==> src/rtl/mul_div_unit.sv <==
// Iterative multiply/divide unit: shift-add multiply, restoring divide,
// one bit per cycle, with a sign-fix cycle and architectural Hi/Lo registers.
module mul_div_unit #(
    parameter int WIDTH = 32
) (
    input  logic             Clk,
    input  logic             Reset,
    input  logic             Start,
    input  logic [1:0]       Op,
    input  logic [WIDTH-1:0] A,
    input  logic [WIDTH-1:0] B,
    output logic             Busy,
    output logic             Done,
    output logic             DivZero,
    output logic [WIDTH-1:0] Hi,
    output logic [WIDTH-1:0] Lo,
    output logic [1:0]       dbg_state
);
    localparam int CW = $clog2(WIDTH + 1);

    typedef enum logic [1:0] {S_IDLE, S_RUN, S_FIX, S_DONE} state_t;

    state_t             state_q, state_d;
    logic [CW-1:0]      cnt_q, cnt_d;
    logic [2*WIDTH-1:0] acc_q, acc_d;
    logic [WIDTH-1:0]   rem_q, rem_d;
    logic [WIDTH-1:0]   mcand_q, mcand_d;
    logic               neg_q, neg_d;
    logic               rneg_q, rneg_d;
    logic               is_div_q, is_div_d;
    logic               busy_q, busy_d;
    logic               done_q, done_d;
    logic               dz_q, dz_d;
    logic [WIDTH-1:0]   hi_q, hi_d;
    logic [WIDTH-1:0]   lo_q, lo_d;

    logic               sa, sb, qbit;
    logic [WIDTH-1:0]   a_mag, b_mag;
    logic [WIDTH:0]     sum, shifted, diff;
    logic [2*WIDTH-1:0] prod;

    always_comb begin
        state_d  = state_q;
        cnt_d    = cnt_q;
        acc_d    = acc_q;
        rem_d    = rem_q;
        mcand_d  = mcand_q;
        neg_d    = neg_q;
        rneg_d   = rneg_q;
        is_div_d = is_div_q;
        hi_d     = hi_q;
        lo_d     = lo_q;
        dz_d     = 1'b0;
        sa       = Op[0] & A[WIDTH-1];
        sb       = Op[0] & B[WIDTH-1];
        a_mag    = sa ? -A : A;
        b_mag    = sb ? -B : B;
        sum      = {1'b0, acc_q[2*WIDTH-1:WIDTH]} + {1'b0, (acc_q[0] ? mcand_q : '0)};
        shifted  = {rem_q, acc_q[WIDTH-1]};
        // Bit WIDTH of the difference is the borrow: set means the divisor did not fit.
        diff     = shifted - {1'b0, mcand_q};
        qbit     = ~diff[WIDTH];
        prod     = neg_q ? -acc_q : acc_q;

        case (state_q)
            S_IDLE: begin
                if (Start) begin
                    if (Op[1] && (B == '0)) begin
                        state_d = S_DONE;
                        dz_d    = 1'b1;
                    end else begin
                        state_d  = S_RUN;
                        cnt_d    = CW'(WIDTH);
                        is_div_d = Op[1];
                        neg_d    = sa ^ sb;
                        rneg_d   = sa;
                        rem_d    = '0;
                        if (Op[1]) begin
                            acc_d   = {{WIDTH{1'b0}}, a_mag};
                            mcand_d = b_mag;
                        end else begin
                            acc_d   = {{WIDTH{1'b0}}, b_mag};
                            mcand_d = a_mag;
                        end
                    end
                end
            end
            S_RUN: begin
                cnt_d = cnt_q - CW'(1);
                if (is_div_q) begin
                    rem_d = qbit ? diff[WIDTH-1:0] : shifted[WIDTH-1:0];
                    acc_d = {acc_q[2*WIDTH-1:WIDTH], acc_q[WIDTH-2:0], qbit};
                end else begin
                    acc_d = {sum, acc_q[WIDTH-1:1]};
                end
                if (cnt_q == CW'(1)) state_d = S_FIX;
            end
            S_FIX: begin
                state_d = S_DONE;
                if (is_div_q) begin
                    lo_d = neg_q ? -acc_q[WIDTH-1:0] : acc_q[WIDTH-1:0];
                    hi_d = rneg_q ? -rem_q : rem_q;
                end else begin
                    hi_d = prod[2*WIDTH-1:WIDTH];
                    lo_d = prod[WIDTH-1:0];
                end
            end
            default: state_d = S_IDLE;
        endcase

        busy_d = (state_d == S_RUN) || (state_d == S_FIX);
        done_d = (state_d == S_DONE);
    end

    always_ff @(posedge Clk or posedge Reset) begin
        if (Reset) begin
            state_q  <= S_IDLE;
            cnt_q    <= '0;
            acc_q    <= '0;
            rem_q    <= '0;
            mcand_q  <= '0;
            neg_q    <= 1'b0;
            rneg_q   <= 1'b0;
            is_div_q <= 1'b0;
            busy_q   <= 1'b0;
            done_q   <= 1'b0;
            dz_q     <= 1'b0;
            hi_q     <= '0;
            lo_q     <= '0;
        end else begin
            state_q  <= state_d;
            cnt_q    <= cnt_d;
            acc_q    <= acc_d;
            rem_q    <= rem_d;
            mcand_q  <= mcand_d;
            neg_q    <= neg_d;
            rneg_q   <= rneg_d;
            is_div_q <= is_div_d;
            busy_q   <= busy_d;
            done_q   <= done_d;
            dz_q     <= dz_d;
            hi_q     <= hi_d;
            lo_q     <= lo_d;
        end
    end

    assign Busy      = busy_q;
    assign Done      = done_q;
    assign DivZero   = dz_q;
    assign Hi        = hi_q;
    assign Lo        = lo_q;
    assign dbg_state = state_q;
endmodule

==> config.mk <==
export PLATFORM = sky130hd
export DESIGN_NAME = mul_div_unit
export DESIGN_NICKNAME = d
export VERILOG_FILES = /design/src/rtl/mul_div_unit.sv
export SDC_FILE = /design/constraint.sdc
export NUM_CORES = 1
export LEC_CHECK = 0
export BUFFER_PORTS_ARGS = -buffer_cell sky130_fd_sc_hd__buf_4
export CAP_MARGIN = 20
export CORE_MARGIN = 1.5
export CORE_UTILIZATION = 38
export CTS_BUF_LIST = sky130_fd_sc_hd__clkbuf_4 sky130_fd_sc_hd__clkbuf_8 sky130_fd_sc_hd__clkbuf_16
export CTS_CLUSTER_SIZE = 25
export DETAILED_ROUTE_END_ITERATION = 12
export SLEW_MARGIN = 40
export SYNTH_ARGS = -nofsm -noshare
export SYNTH_HDL_FRONTEND = slang
export SYNTH_SLANG_ARGS = --single-unit
==> constraint.sdc <==
create_clock -name Clk -period 6.2 [get_ports Clk]
set_input_delay 0 -clock Clk [delete_from_list [all_inputs] [get_ports Clk]]
set_output_delay 0 -clock Clk [all_outputs]
set_load 0.005 [all_outputs]
# Yosys cells after proc, flatten, opt, wreduce, memory -nomap -nowiden
# Cells that the tools add are included.
# op_classes
n_eq_ne	10
n_shift	0
order_cmp	0
n_addsub	8
mux	29
div	0
n_mul	0
n_reduce_logical	9
bitwise_logic	5
# ops
cell	n
$mux 32	13
$mux 64	4
$neg 32->32	4
$pmux 64 s2	1
$neg 64->64	1
$pmux 32 s2	1
$add 32x32->33	1
$sub 33x32->33	1
$logic_not 32->1	1
$mux 6	2
$pmux 6 s2	1
$ne 2x2->1 const B	4
$reduce_and 4->1	2
$eq 2x2->1 const B	3
$eq 6x1->1 const B	1
$mux 2	3
$pmux 2 s3	1
$reduce_and 3->1	2
$sub 6x1->6 const B	1
$eq 2x1->1 const B	2
$mux 1	3
$and 1x1->1	2
$logic_not 2->1	1
$not 1->1	2
4 further kinds	4
# word_totals
register_bits	206
ram_bits	0
mem_count	0
wordCells	75
romBits	0
output_inout_bits	69
latch_bits	0

# Logic depth before layout (Yosys ltp)
# depth
depth_word	7
mapped_depth	14

# Least setup slack after synthesis
# Ideal clock, no wire load.
# synth_timing
path_type	register to register
from	reg acc_q[0]
to	reg hi_q[14], in the netlist Hi[14]
setup_slack_ns	2.758
stages_incl_launch_ff	14
synth_period_minus_slack_ns	3.442
required_time_ns	6.076
setup_time_ns	0.124
n_path_buf	2
t_arrival_ns	3.318
cell_sequence	dfrtp_1 inv_1 clkbuf_1 ha_1 or3b_1 nor4_1 nand4_1 or3_4 nand2b_4 buf_6 nor3_1 mux2i_1 nor2_1 a211o_1
# synth_between
elab_chain_len	3
# synth_lines
element	line	rtl
start: declaration	25	logic [2*WIDTH-1:0] acc_q, acc_d;
start signal: assignment	119	acc_q <= '0;
start signal: assignment	133	acc_q <= acc_d;
$neg 64->64	63	prod = neg_q ? -acc_q : acc_q;
$mux 64	63	
$mux 32	100	if (is_div_q) begin
end signal: assignment	142	hi_q <= hi_d;
end: declaration	34	logic [WIDTH-1:0] hi_q, hi_d;
# Every way passes these cells.
# A chain may end at the register's enable or synchronous reset.

# Worst setup path after layout
# layout_timing
from	reg acc_q[0]
to	reg hi_q[26], in the netlist Hi[26]
# The elaborated chain is that of the path after synthesis.

==> run summary <==
Of all flip-flops after synthesis, the portion carrying an async set or reset was 100.0%. The core region is 41020 sq um. The via count of the first global-routing pass is 14250.

Counting every sink on the clock net gives 206. After clock tree synthesis, the flow added hold-fix buffers numbering 58. Across the VDD grid, the largest voltage drop is 0.0002273 V. Proportion of synthesized chip area in sequential cells: 32.42%. During I/O placement, the number of pins put on the boundary was 138. The floorplan die area was 43070 sq um.

Die height: 207.5 um. The most critical setup path has its startpoint at acc_q[0]$_DFFE_PP0P_. The post-synthesis net count was 2118.

At the pin with the least slew margin, the transition time is 0.8334 ns. For this run, the total global-route usage over all layers was measured as 24.55%. Number of antenna violations at the first check in global routing: 1. The global-route wire length before repair was 83750 um. The smallest clock period supported by the final layout is computed as 4.175 ns.

The critical path is of the reg -> reg type. The post-detailed-route count of antenna-violating nets was 0; the fmax was 239.5 MHz. The deepest clock path buffer count is 3, and the number of diodes is 0. The clock latency on the worst-skew pair was 0.56 ns; the number of cells traversed by the worst register-to-register path was 12. The final reports fail on DRC. The startpoint of the worst-slack reg-to-reg timing path was acc_q[0]$_DFFE_PP0P_. For the number of setup buffers added after CTS, the log shows 0.

The flow ran to the end, but the final reports show violations. Clock tree synthesis inserted a total of 26 buffers. The routed design has 53840 um of wire.

The path class of the tightest hold or removal check is in -> reg. The tightest hold path in the finished design has a slack of 0.006625 ns. The static leakage came out at 8.166 nW.

The type of destination of the critical path is a flop. STA classifies the critical path startpoint as a flop. In the routed design, unresolved DRC markers number 5. Along the worst path, the maximum fanout reaches 32. After global routing the overflow that remains totals 0. Buffers placed on the I/O ports in this run total 137. For the post-place setup slack, the log shows 2.065 ns.

The tools report the master cell of the clock root buffer as sky130_fd_sc_hd__clkbuf_16. In this run the mean area of a mapped cell was 8.046 sq um. The ratio of final minimum period to clock period is 67.34%. The total count of max-transition violations in the final report came out at 0. After synthesis the cells add up to 15900 sq um. In this run the power density over the cells is 527.9 nW/um^2. After floorplanning, the core was divided into 74 placement rows. Cells with a size suffix above 1 make up 11.67% of the layout. Before antenna repair, the detailed router went through 10 iterations. The total negative slack came out at 0 ns. The clock slew at the register clock pins of the worst setup and hold paths is 0.06 ns.

Headroom to the max-slew limit: 43.85%. After detailed routing, the average wire length per cell comes to 20.32 um. In this run, synthesis produced a sequential element count of 206.

The wire-length estimate of the detail-placed layout is 40680 um. The count of max-cap constraint violations was 0; the number of unique standard cell types used by synthesis was 72. Once the floorplan was initialized, standard cells occupied 38.76% of the core. The predominant post-synthesis flop cell is sky130_fd_sc_hd__dfrtp_1.

The routed layout has 15280 vias. The die is 207.5 um wide. The run gives 0 as the total setup violations reported at the end of the flow.

Data on the critical path is required at its endpoint by 6.68 ns. The endpoint identified for the worst register-to-register timing path is Hi[26]$_DFFE_PP0P_. Data on the critical path arrives at its endpoint at 4.65 ns. The pin count of the biggest net entering global routing was 103. Compared with the post-synthesis result, the final layout area differs by 18.32%.

TritonCTS built the clock tree. Setup repair after global routing left no endpoint under its margin. The logs give 1976 for the gate count of the mapped netlist and 0.9187 for the routability congestion estimate. For this run, the number of Yosys warnings is 0. Yosys mapped a number of flops with a built-in enable equal to 0.

The logs give 2.02 ns for the internal reg-to-reg setup slack and 2.025 ns for the final critical-path setup slack. After the first detailed-routing iteration, the DRC count stood at 1444. The net count of the finished layout is 2239.

The average via count per standard cell was 5.768; the worst clock skew was 0.02148 ns. The run gives 0 as the hold violation count in the final report. The count of instances resized after the clock tree is built was 0.

End point of the critical path: Hi[26]$_DFFE_PP0P_. The tools report the maximum level of the CTS H-tree as 1.
==> Yosys cell counts, drive strengths merged (5+ instances only) <==
cell / n / share of area [%]
mux2i: 49 / 3.1
o22a: 5 / 0.28
and3: 9 / 0.35
mux2: 9 / 0.64
nor2: 121 / 2.9
a21oi: 144 / 4.5
nand2b: 27 / 1.1
o21bai: 9 / 0.42
ha: 71 / 5.6
nand3: 95 / 3.0
or4: 20 / 0.97
a31oi: 10 / 0.39
o31ai: 41 / 1.9
o221ai: 10 / 0.55
nand4: 12 / 0.47
a2111oi: 6 / 0.35
o21ai: 267 / 8.4
nand3b: 7 / 0.33
xor2: 115 / 6.3
o211ai: 29 / 1.4
nor3: 29 / 0.91
o41ai: 19 / 1.1
or3: 26 / 1.1
xnor2: 80 / 4.4
clkbuf: 107 / 2.5
a211oi: 10 / 0.47
or2: 10 / 0.39
o21a: 7 / 0.33
nand2: 218 / 5.1
and2: 9 / 0.37
dfrtp: 206 / 32
nor2b: 14 / 0.55
buf: 15 / 0.40
o22ai: 11 / 0.43
nor4: 15 / 0.59
a21o: 32 / 1.5
inv: 62 / 1.5
==> kinds of logic after synthesis <==
family / share of synthesized area [%]
DFF: 32.42
buffers and inverters: 4.423
muxes: 3.722
xor gates and xnor gates: 10.74
adders and majority gates: 5.839
and+or+nand+nor: 18.75
AOI/OAI and AO/OA: 24.10
==> layer usage <==
layer	GRT usage, %	wire (um)	vias to the layer above
li1	-	-	7362
met1	35.32	25100	7355
met2	39.31	24490	497
met3	2.738	3124	66
met4	5.933	1130	0
met5	0	0	-
==> report_power, final <==
part           internal (mW)  total (mW)  switching, mW
Clock                  0.946        1.57          0.624
Sequential              1.88        2.65          0.764
Combinational           2.33        5.71           3.39
Total                   5.16        9.93           4.77
==> cell type report <==
class | count | area (sq um)
Sequential cell | 206 | 5161
Clock inverter | 7 | 67.56
Tap cell | 532 | 665.6
Timing Repair Buffer | 215 | 1770
Multi-Input combinational cell | 1585 | 10080
Clock buffer | 41 | 818.3
Inverter | 63 | 244.0
Fill cell | 4058 | 22210
==> how the worst min path moves through the flow <==
stage | from | endpoint | slack (ns) | depth (start not counted)
global route | B[15] | mcand_q[15]$_DFFE_PP0P_ | 0.03 | 6
global placement | Reset | Lo[10]$_DFFE_PP0P_ | 0.18 | 2
detailed placement | Reset | Lo[9]$_DFFE_PP0P_ | 0.19 | 2
floorplan | Op[0] | neg_q$_DFFE_PP0P_ | 0.13 | 2
CTS | B[15] | mcand_q[15]$_DFFE_PP0P_ | 0.004 | 6
finish | A[3] | mcand_q[3]$_DFFE_PP0P_ | 0.007 | 5
==> critical path, stage by stage (launching register included) <==
cell and delay, ns:
sky130_fd_sc_hd__dfrtp_1 0.47, sky130_fd_sc_hd__inv_1 0.09, sky130_fd_sc_hd__buf_4 0.32, sky130_fd_sc_hd__ha_1 0.23, sky130_fd_sc_hd__or3b_1 0.40, sky130_fd_sc_hd__nor4_1 0.47
sky130_fd_sc_hd__nand4_1 0.49, sky130_fd_sc_hd__or3_4 0.57, sky130_fd_sc_hd__nand2b_4 0.20, sky130_fd_sc_hd__and2_4 0.21, sky130_fd_sc_hd__a2111oi_1 0.43, sky130_fd_sc_hd__a21oi_1 0.09
sky130_fd_sc_hd__o21ai_1 0.14
==> cell usage in the layout (no fill, tap or decap), drive strengths merged, types with 6 or more instances in the layout <==
master / n
nor2b: 14
o221ai: 10
o211ai: 29
xor2: 115
a31oi: 10
xnor2: 80
o21bai: 9
a21oi: 144
ha: 71
dlygate4sd3: 58
a21o: 32
a211oi: 10
clkbuf: 41
o31ai: 41
inv: 62
o21a: 7
a2111oi: 6
or3: 26
nand4: 12
o21ai: 267
nor2: 121
and3: 9
dfrtp: 206
mux2i: 49
buf: 157
nor4: 15
nand2b: 27
nand2: 218
o22ai: 11
o41ai: 19
or4: 20
and2: 9
nand3b: 7
nand3: 95
or2: 10
nor3: 29
mux2: 9
clkinv: 7
==> metrics by stage <==
step	instance area, sq um	power, mW	utilization, %	std cells
2_1_floorplan	15900	6.474	-	1976
3_3_place_gp	17310	8.133	42.21	2543
3_5_place_dp	17330	8.213	42.26	2543
4_1_cts	18800	9.896	45.83	2649
5_1_grt	18810	10.70	45.86	2649
6_report	18810	9.931	45.86	2649
==> sequential cells by signal, indices dropped and copies added, names as in the netlist <==
register	flops
rem_q	32
mcand_q	32
Done	1
is_div_q	1
acc_q	64
Lo	32
neg_q	1
rneg_q	1
dbg_state	2
Busy	1
cnt_q	6
DivZero	1
Hi	32
No activity file was read; power rests on OpenSTA's default activity.
